[config.mk]
export PLATFORM = sky130hd
export DESIGN_NAME = led_seq_ctrl
export DESIGN_NICKNAME = d
export VERILOG_FILES = /design/src/rtl/led_seq_ctrl.sv
export SDC_FILE = /design/constraint.sdc
export NUM_CORES = 1
export LEC_CHECK = 0
export CORE_MARGIN = 8
export CORE_UTILIZATION = 50
export CTS_CLUSTER_SIZE = 24
export DETAILED_ROUTE_END_ITERATION = 16
export PLACE_DENSITY = 0.81
export SYNTH_ARGS = -nofsm -noshare
export SYNTH_HDL_FRONTEND = slang
export SYNTH_SLANG_ARGS = --single-unit
export TNS_END_PERCENT = 1
[constraint.sdc]
create_clock -name clk -period 6.6 [get_ports clk]
set_input_delay 1.32 -clock clk [delete_from_list [all_inputs] [get_ports clk]]
set_output_delay 1.32 -clock clk [all_outputs]
set_load 0.05 [all_outputs]
[src/rtl/led_seq_ctrl.sv]
// Command-driven LED pattern sequencer: blink, walking-one or bounce, stepped
// from a prescaled base tick, with an optional step count that ends in a done pulse.
module led_seq_ctrl #(
  parameter int NUM_LED  = 4,
  parameter int CNT_TICK = 125_000_000,
  parameter int PERIOD_W = 8,
  parameter int REPEAT_W = 8
) (
  input  logic                clk,
  input  logic                reset,
  input  logic                cmd_valid,
  output logic                cmd_ready,
  input  logic [1:0]          cmd_mode,
  input  logic [PERIOD_W-1:0] cmd_period,
  input  logic [REPEAT_W-1:0] cmd_repeat,
  output logic [NUM_LED-1:0]  led_out,
  output logic                busy,
  output logic                done
);

  localparam int PRE_W = (CNT_TICK > 1) ? $clog2(CNT_TICK) : 1;
  localparam logic [PRE_W-1:0] PRE_MAX = PRE_W'(CNT_TICK - 1);

  typedef enum logic [1:0] {S_IDLE, S_RUN, S_DONE} state_t;
  typedef enum logic [1:0] {M_OFF, M_BLINK, M_SHIFT, M_BOUNCE} mode_t;

  state_t              state;
  mode_t               mode_q;
  mode_t               cmd_mode_e;
  logic [PERIOD_W-1:0] period_q;
  logic [PERIOD_W-1:0] per_cnt;
  logic [REPEAT_W-1:0] repeat_q;
  logic [REPEAT_W-1:0] step_cnt;
  logic [REPEAT_W-1:0] step_inc;
  logic [PRE_W-1:0]    pre_cnt;
  logic                dir_down;
  logic                next_dir;
  logic [NUM_LED-1:0]  led_q;
  logic [NUM_LED-1:0]  next_led;
  logic                busy_q;
  logic                done_q;
  logic                accept;
  logic                tick;
  logic                step_now;
  logic                finish;

  assign cmd_mode_e = mode_t'(cmd_mode);
  assign cmd_ready  = (state != S_DONE);
  assign accept     = cmd_valid & cmd_ready;
  assign tick       = (state == S_RUN) && (pre_cnt == PRE_MAX);
  assign step_now   = tick && (per_cnt == period_q - 1'b1);
  // With repeat=0 the step counter saturates so it can never wrap into a false match.
  assign step_inc   = (&step_cnt) ? step_cnt : step_cnt + 1'b1;
  assign finish     = (repeat_q != '0) && (step_inc == repeat_q);

  assign led_out = led_q;
  assign busy    = busy_q;
  assign done    = done_q;

  always_comb begin
    next_led = led_q;
    next_dir = dir_down;
    case (mode_q)
      M_BLINK: next_led = ~led_q;
      M_SHIFT: next_led = (led_q << 1) | (led_q >> (NUM_LED - 1));
      M_BOUNCE: begin
        if (NUM_LED > 1) begin
          // Direction flips as the lit bit lands on an end, so the reversal shows on the next step.
          if (!dir_down) begin
            next_led = led_q << 1;
            if (next_led[NUM_LED-1]) next_dir = 1'b1;
          end else begin
            next_led = led_q >> 1;
            if (next_led[0]) next_dir = 1'b0;
          end
        end
      end
      default: ;
    endcase
  end

  always_ff @(posedge clk) begin
    if (!reset) begin
      state    <= S_IDLE;
      mode_q   <= M_OFF;
      period_q <= PERIOD_W'(1);
      repeat_q <= '0;
      per_cnt  <= '0;
      step_cnt <= '0;
      pre_cnt  <= '0;
      dir_down <= 1'b0;
      led_q    <= '0;
      busy_q   <= 1'b0;
      done_q   <= 1'b0;
    end else begin
      done_q <= 1'b0;
      if (accept) begin
        pre_cnt  <= '0;
        per_cnt  <= '0;
        step_cnt <= '0;
        dir_down <= 1'b0;
        if (cmd_mode_e == M_OFF) begin
          state  <= S_IDLE;
          led_q  <= '0;
          busy_q <= 1'b0;
        end else begin
          mode_q   <= cmd_mode_e;
          period_q <= (cmd_period == '0) ? PERIOD_W'(1) : cmd_period;
          repeat_q <= cmd_repeat;
          state    <= S_RUN;
          busy_q   <= 1'b1;
          led_q    <= (cmd_mode_e == M_BLINK) ? '1 : NUM_LED'(1);
        end
      end else begin
        case (state)
          S_RUN: begin
            pre_cnt <= tick ? '0 : pre_cnt + 1'b1;
            if (tick) per_cnt <= step_now ? '0 : per_cnt + 1'b1;
            if (step_now) begin
              led_q    <= next_led;
              dir_down <= next_dir;
              step_cnt <= step_inc;
              if (finish) begin
                state  <= S_DONE;
                busy_q <= 1'b0;
                done_q <= 1'b1;
              end
            end
          end
          S_DONE:  state <= S_IDLE;
          default: ;
        endcase
      end
    end
  end

endmodule
Yosys cells after proc, flatten, opt, wreduce, memory -nomap -nowiden
Cells that the tools add are included.

Register bits: 70. Input bits: 21. Output and inout port bits: 7. Word-level logic and storage cells: 80.

Add/sub/neg operators: 4. Eq/ne operators: 12. Muxes and demuxes: 25. Bitwise logic cells: 7. Reduce and logical (&&, ||, !) cells: 21.

Operator list (number): $add A27 B1 Y27 const B (1); $eq A27 B27 Y1 const B (1); $mux W27 (1); $mux W4 (6); $mux W8 (3); $add A8 B1 Y8 const B (2); $eq A8 B8 Y1 (2); $pmux W4 S3 (1); $reduce_and A3 Y1 (4); $mux W1 (10); $logic_not A8 Y1 (1); $reduce_and A8 Y1 (1); $reduce_bool A8 Y1 (1); $sub A8 B1 Y8 const B (1); $eq A2 B1 Y1 const B (3); $eq A2 B2 Y1 const B (3); $mux W2 (3); $ne A3 B3 Y1 const B (2); $reduce_and A2 Y1 (3); $reduce_bool A2 Y1 (3); $not A1 Y1 (4); $not A4 Y4 (1); $or A4 B1 Y4 (1); $pmux W2 S2 (1); other kinds (8) (10).

Logic depth before layout (Yosys ltp)
Word-level depth: 8. Depth in mapped cells: 10. Gate-level depth less buffers: 8.

Worst setup path after synthesis
Ideal clock, no wire load.

Path type: input-to-reg. Start: input port cmd_mode[0]. End: register period_q[1]. Library setup time: 0.076 ns. Arrival time: 2.263 ns. Required time: 6.524 ns. Setup slack: 4.261 ns. Stages on the path: 5. Buffers on the path: 1. Cell sequence: or2_2 > nand2_1 > clkbuf_1 > nand2_1 > a21boi_0.

Cells in the longest elaborated chain, start to end: 3.

Ends and longest elaborated chain: start: declaration (RTL line 13) `input logic [1:0] cmd_mode,`; $logic_not A2 Y1 (RTL line 102) `if (cmd_mode_e == M_OFF) begin`; $not A1 Y1 (no line); $reduce_and A2 Y1 (no line); end signal: assignment (RTL line 108) `period_q <= (cmd_period == '0) ? PERIOD_W'(1) : cmd_period;`; end: declaration (RTL line 30) `logic [PERIOD_W-1:0] period_q;`.

Every way passes these cells. A chain may end at the register's enable or synchronous reset.

Final worst setup path
Start: register state[0]. End: output port cmd_ready.

Cells in the longest elaborated chain, start to end: 1.

Ends and longest elaborated chain: start: declaration (RTL line 27) `state_t state;`; start signal: assignment (RTL line 84) `state <= S_IDLE;`; start signal: assignment (RTL line 103) `state <= S_IDLE;`; start signal: assignment (RTL line 110) `state <= S_RUN;`; $ne A2 B2 Y1 (RTL line 48) `assign cmd_ready = (state != S_DONE);`; end: declaration (RTL line 12) `output logic cmd_ready,`.

Every way passes these cells.

==> out/summary.txt <==
=====================================================================================================
TritonCTS clock tree                                                                            built
Sort of element at the start of the critical path                                                flop
CTS clock-pin slew for the worst setup and hold paths                                         0.07 ns
Most common library cell in the layout ignoring fill and taps                            sky130_fd_sc_hd__dfxtp_1
RSZ-0062 raised after global routing                                                            false
Ys flop type                                                                             sky130_fd_sc_hd__dfxtp_1
Highest net fanout along the worst path                                                             6
Number of enable flip-flop cells after synthesis                                                    0
Pin count of the biggest net entering global routing                                               26
Fmax achieved                                                                               0.317 GHz
Arrival @ worst endpoint                                                                      1.84 ns
Count of pins on the block boundary                                                                28
Cell count of the worst reg-to-reg path                                                             7
Via count of the first global-routing pass                                                       3414
Highest ir drop seen on vdd                                                                0.000158 V
Count of warnings emitted by yosys                                                                  0
Hold Startpoint                                                                            pre_cnt[1]
Largest family of logic cells by synthesized area                                        simple AND/OR/NAND/NOR gates
Worst setup path startpoint                                                                  state[0]
Post-route ant nets                                                                                 0
Storage element area                                                                         1400 um2
Die span in y                                                                                  104 um
Mapped Cells                                                                                      474
Count of buffering cells on the critical path with inverters included                               1
Cell area after synthesis                                                                    3860 um2
Flop and latch count out of synthesis                                                              70
Worst skew pair latency                                                                       0.34 ns
Total half-perimeter wirelength after legalization and detailed placement                     6260 um
Commonest cells after routing, fill and taps aside                                       sky130_fd_sc_hd__dfxtp_1 (70), sky130_fd_sc_hd__nand2_1 (68), sky130_fd_sc_hd__nor2_1 (49)
Total routing resource utilization after global routing                                         16.3%
Wire length after detailed routing                                                            8590 um
Initial Util                                                                                    50.8%
XOR/XNOR share of the synthesized area                                                          9.74%
Final worst-path cycle share                                                                    47.8%
Mapped Nets                                                                                       501
Final min period                                                                              3.16 ns
Simple logic cell fraction of the synthesized area                                              30.8%
Cell with the largest stage delay on the worst path                                      sky130_fd_sc_hd__clkdlybuf4s50_1
Fraction of final layout cells with drive strength greater than 1                               5.99%
Required time reported for the critical path endpoint                                         5.28 ns
Hold Path Cell Cnt                                                                                  2
Async set-or-reset flop fraction in the synthesized netlist                                        0%
Post-Synthesis Mean Instance Area                                                            8.15 um2
Combined area of the multi-input logic cells                                                 2320 um2
Floorplan core area                                                                          7610 um2
First-pass GRT wire length                                                                   15200 um
Final sum of negative setup slack                                                                0 ns
Count of vias placed by the detailed router                                                      3448
Gpl congestion                                                                                  0.880
Sequential element share of the synthesized area                                                36.3%
Rows                                                                                               32
Number of buffers added for setup after CTS                                                         0
Reg-to-reg endpoint                                                                        led_out[2]
Via density per instance                                                                         5.72
Number of antenna cells inserted                                                                    0
Fin nets                                                                                          523
Post-synthesis share of cell area spent on full adders, half adders and majority gates          1.94%
Post-cts hold buffer count                                                                          0
Largest stage delay, worst path                                                               0.83 ns
Slew Limit Headroom                                                                             29.7%
Area of the die                                                                             10800 um2
Final hold vios                                                                                     0
Die Wd                                                                                         104 um
Worst hold path class                                                                    flop to flop
Outcome                                                                                     completed
Cell type group with the largest total delay on the critical path                        buffers and inverters
Post-CTS Resized                                                                                    0
Clock Root Buffer                                                                        sky130_fd_sc_hd__clkbuf_8
Yosys cell types                                                                                   59
Clock Skews                                                                                0.00906 ns
Leak pwr                                                                                   0.00149 uW
Slew at the pin closest to its max-slew limit                                                 1.05 ns
Power density of the placed cells                                                          204 nW/um2
Length of the first detailed-routing pass in iterations                                             4
Cell-by-cell trace of the critical path                                                  nand2b_1, clkdlybuf4s50_1
Origin of the critical flop-to-flop path                                                   pre_cnt[0]
Routed wire per std cell                                                                      14.2 um
Count of unresolved DRC violations after routing                                                    0
Initial antenna violation count                                                                     0
Fraction of the core area covered by cells at the end of the flow                               57.4%
Iter 0 DRT Violations                                                                             262
Number of buffers inserted by port buffering                                                       27
Synth Area in Compound Gates                                                                    17.5%
Area growth from synthesis to final layout                                                      12.9%
Max-slew violation count                                                                            0
Fill cell total of the finished layout                                                            678
CTS Buffer Depth                                                                                    2
Number of H-tree branching levels                                                                   3
Multiplexer fraction of the synthesized cell area                                                  0%
Worst Setup Path Type                                                                    flop to output port
Total congestion overflow after global routing                                                      0
Endpoint of the worst hold-timing path                                                     pre_cnt[1]
Num Clock Sinks                                                                                    70
# Max-Cap Violations                                                                                0
CP Capture Type                                                                           output port
Total CTS buffers                                                                                   9
Reg2reg setup slack                                                                           3.92 ns
Final-report setup violation count                                                                  0
=====================================================================================================
logic make-up (layout without fill, tap and decap cells):
kind of cell / Yosys count / count (layout)
compound gates: 92 / 92
fa+ha+maj: 6 / 6
buf+inv: 28 / 55
xor+xnor: 43 / 43
simple gates: 235 / 235
flops: 70 / 70
cell type report:
| type | instances | area share (%) |
|---|---|---|
| Multi-Input combinational cell | 376 | 53.1 |
| Sequential cell | 70 | 32.1 |
| Timing Repair Buffer | 27 | 6.19 |
| Clock buffer | 13 | 3.64 |
| Tap cell | 102 | 2.92 |
| Inverter | 12 | 1.03 |
| Clock inverter | 3 | 0.974 |
routing by layer:
layer / part of all wire [%] / GRT usage [%]
met1: 49 / 20.1
met2: 45 / 26.3
met3: 4.4 / 4.46
met4: 1.4 / 6.31
met5: 0 / 0
worst min-delay path, stage by stage (launching register included):
cell and delay [ns]:
sky130_fd_sc_hd__dfxtp_1 0.32, sky130_fd_sc_hd__nand2_1 0.06, sky130_fd_sc_hd__a21oi_1 0.05
how the worst max path moves through the flow:
stage	cells after the start	slack (ns)	end
after floorplan	5	4.26	period_q[1]
after global placement	4	3.24	pre_cnt[15]
after detailed placement	4	3.17	pre_cnt[26]
after CTS	2	3.44	cmd_ready
after global routing	4	3.34	pre_cnt[8]
final	2	3.44	cmd_ready
sequential cells by signal, summed over array words and instances (netlist names):
| signal | count |
|---|---|
| busy | 1 |
| dir_down | 1 |
| done | 1 |
| led_out | 4 |
| mode_q | 2 |
| per_cnt | 8 |
| period_q | 8 |
| pre_cnt | 27 |
| repeat_q | 8 |
| state | 2 |
| step_cnt | 8 |
where the power goes:
group | leakage [uW] | switching, uW | internal, uW | total (uW)
Combinational | 0.000826 | 52.2 | 41.5 | 93.7
Sequential | 0.000568 | 12.6 | 431 | 444
Clock | 0.0000996 | 156 | 195 | 351
through the flow:
stage / worst slack (ns) / total power (uW) / instances / hold slack (ns) / cell area [um2]
3_5_place_dp: 3.17 / 546 / 587 / 0.467 / 4160
5_1_grt: 3.34 / 926 / 603 / 0.519 / 4370
4_1_cts: 3.44 / 897 / 603 / 0.477 / 4370
2_1_floorplan: 4.26 / 515 / 474 / 0.444 / 3860
6_report: 3.44 / 889 / 603 / 0.482 / 4370
3_3_place_gp: 3.24 / 543 / 587 / 0.454 / 4160
Yosys cell counts, drive strengths merged (7+ instances only):
cell type  count  area share (%)
a211oi        15             3.0
a21boi        17             3.3
a21oi         22             3.0
and2           7             1.2
and3          10             1.7
buf            7             1.7
clkbuf         9            0.87
dfxtp         70              36
inv           12             1.2
nand2         68             6.6
nand3         21             2.7
nand4         17             2.9
nor2          49             4.8
nor3          17             2.5
nor4          10             1.8
o21ai         12             1.6
or3           11             1.8
xnor2         21             4.8
xor2          22             5.0
No activity file was read; power rests on OpenSTA's default activity.
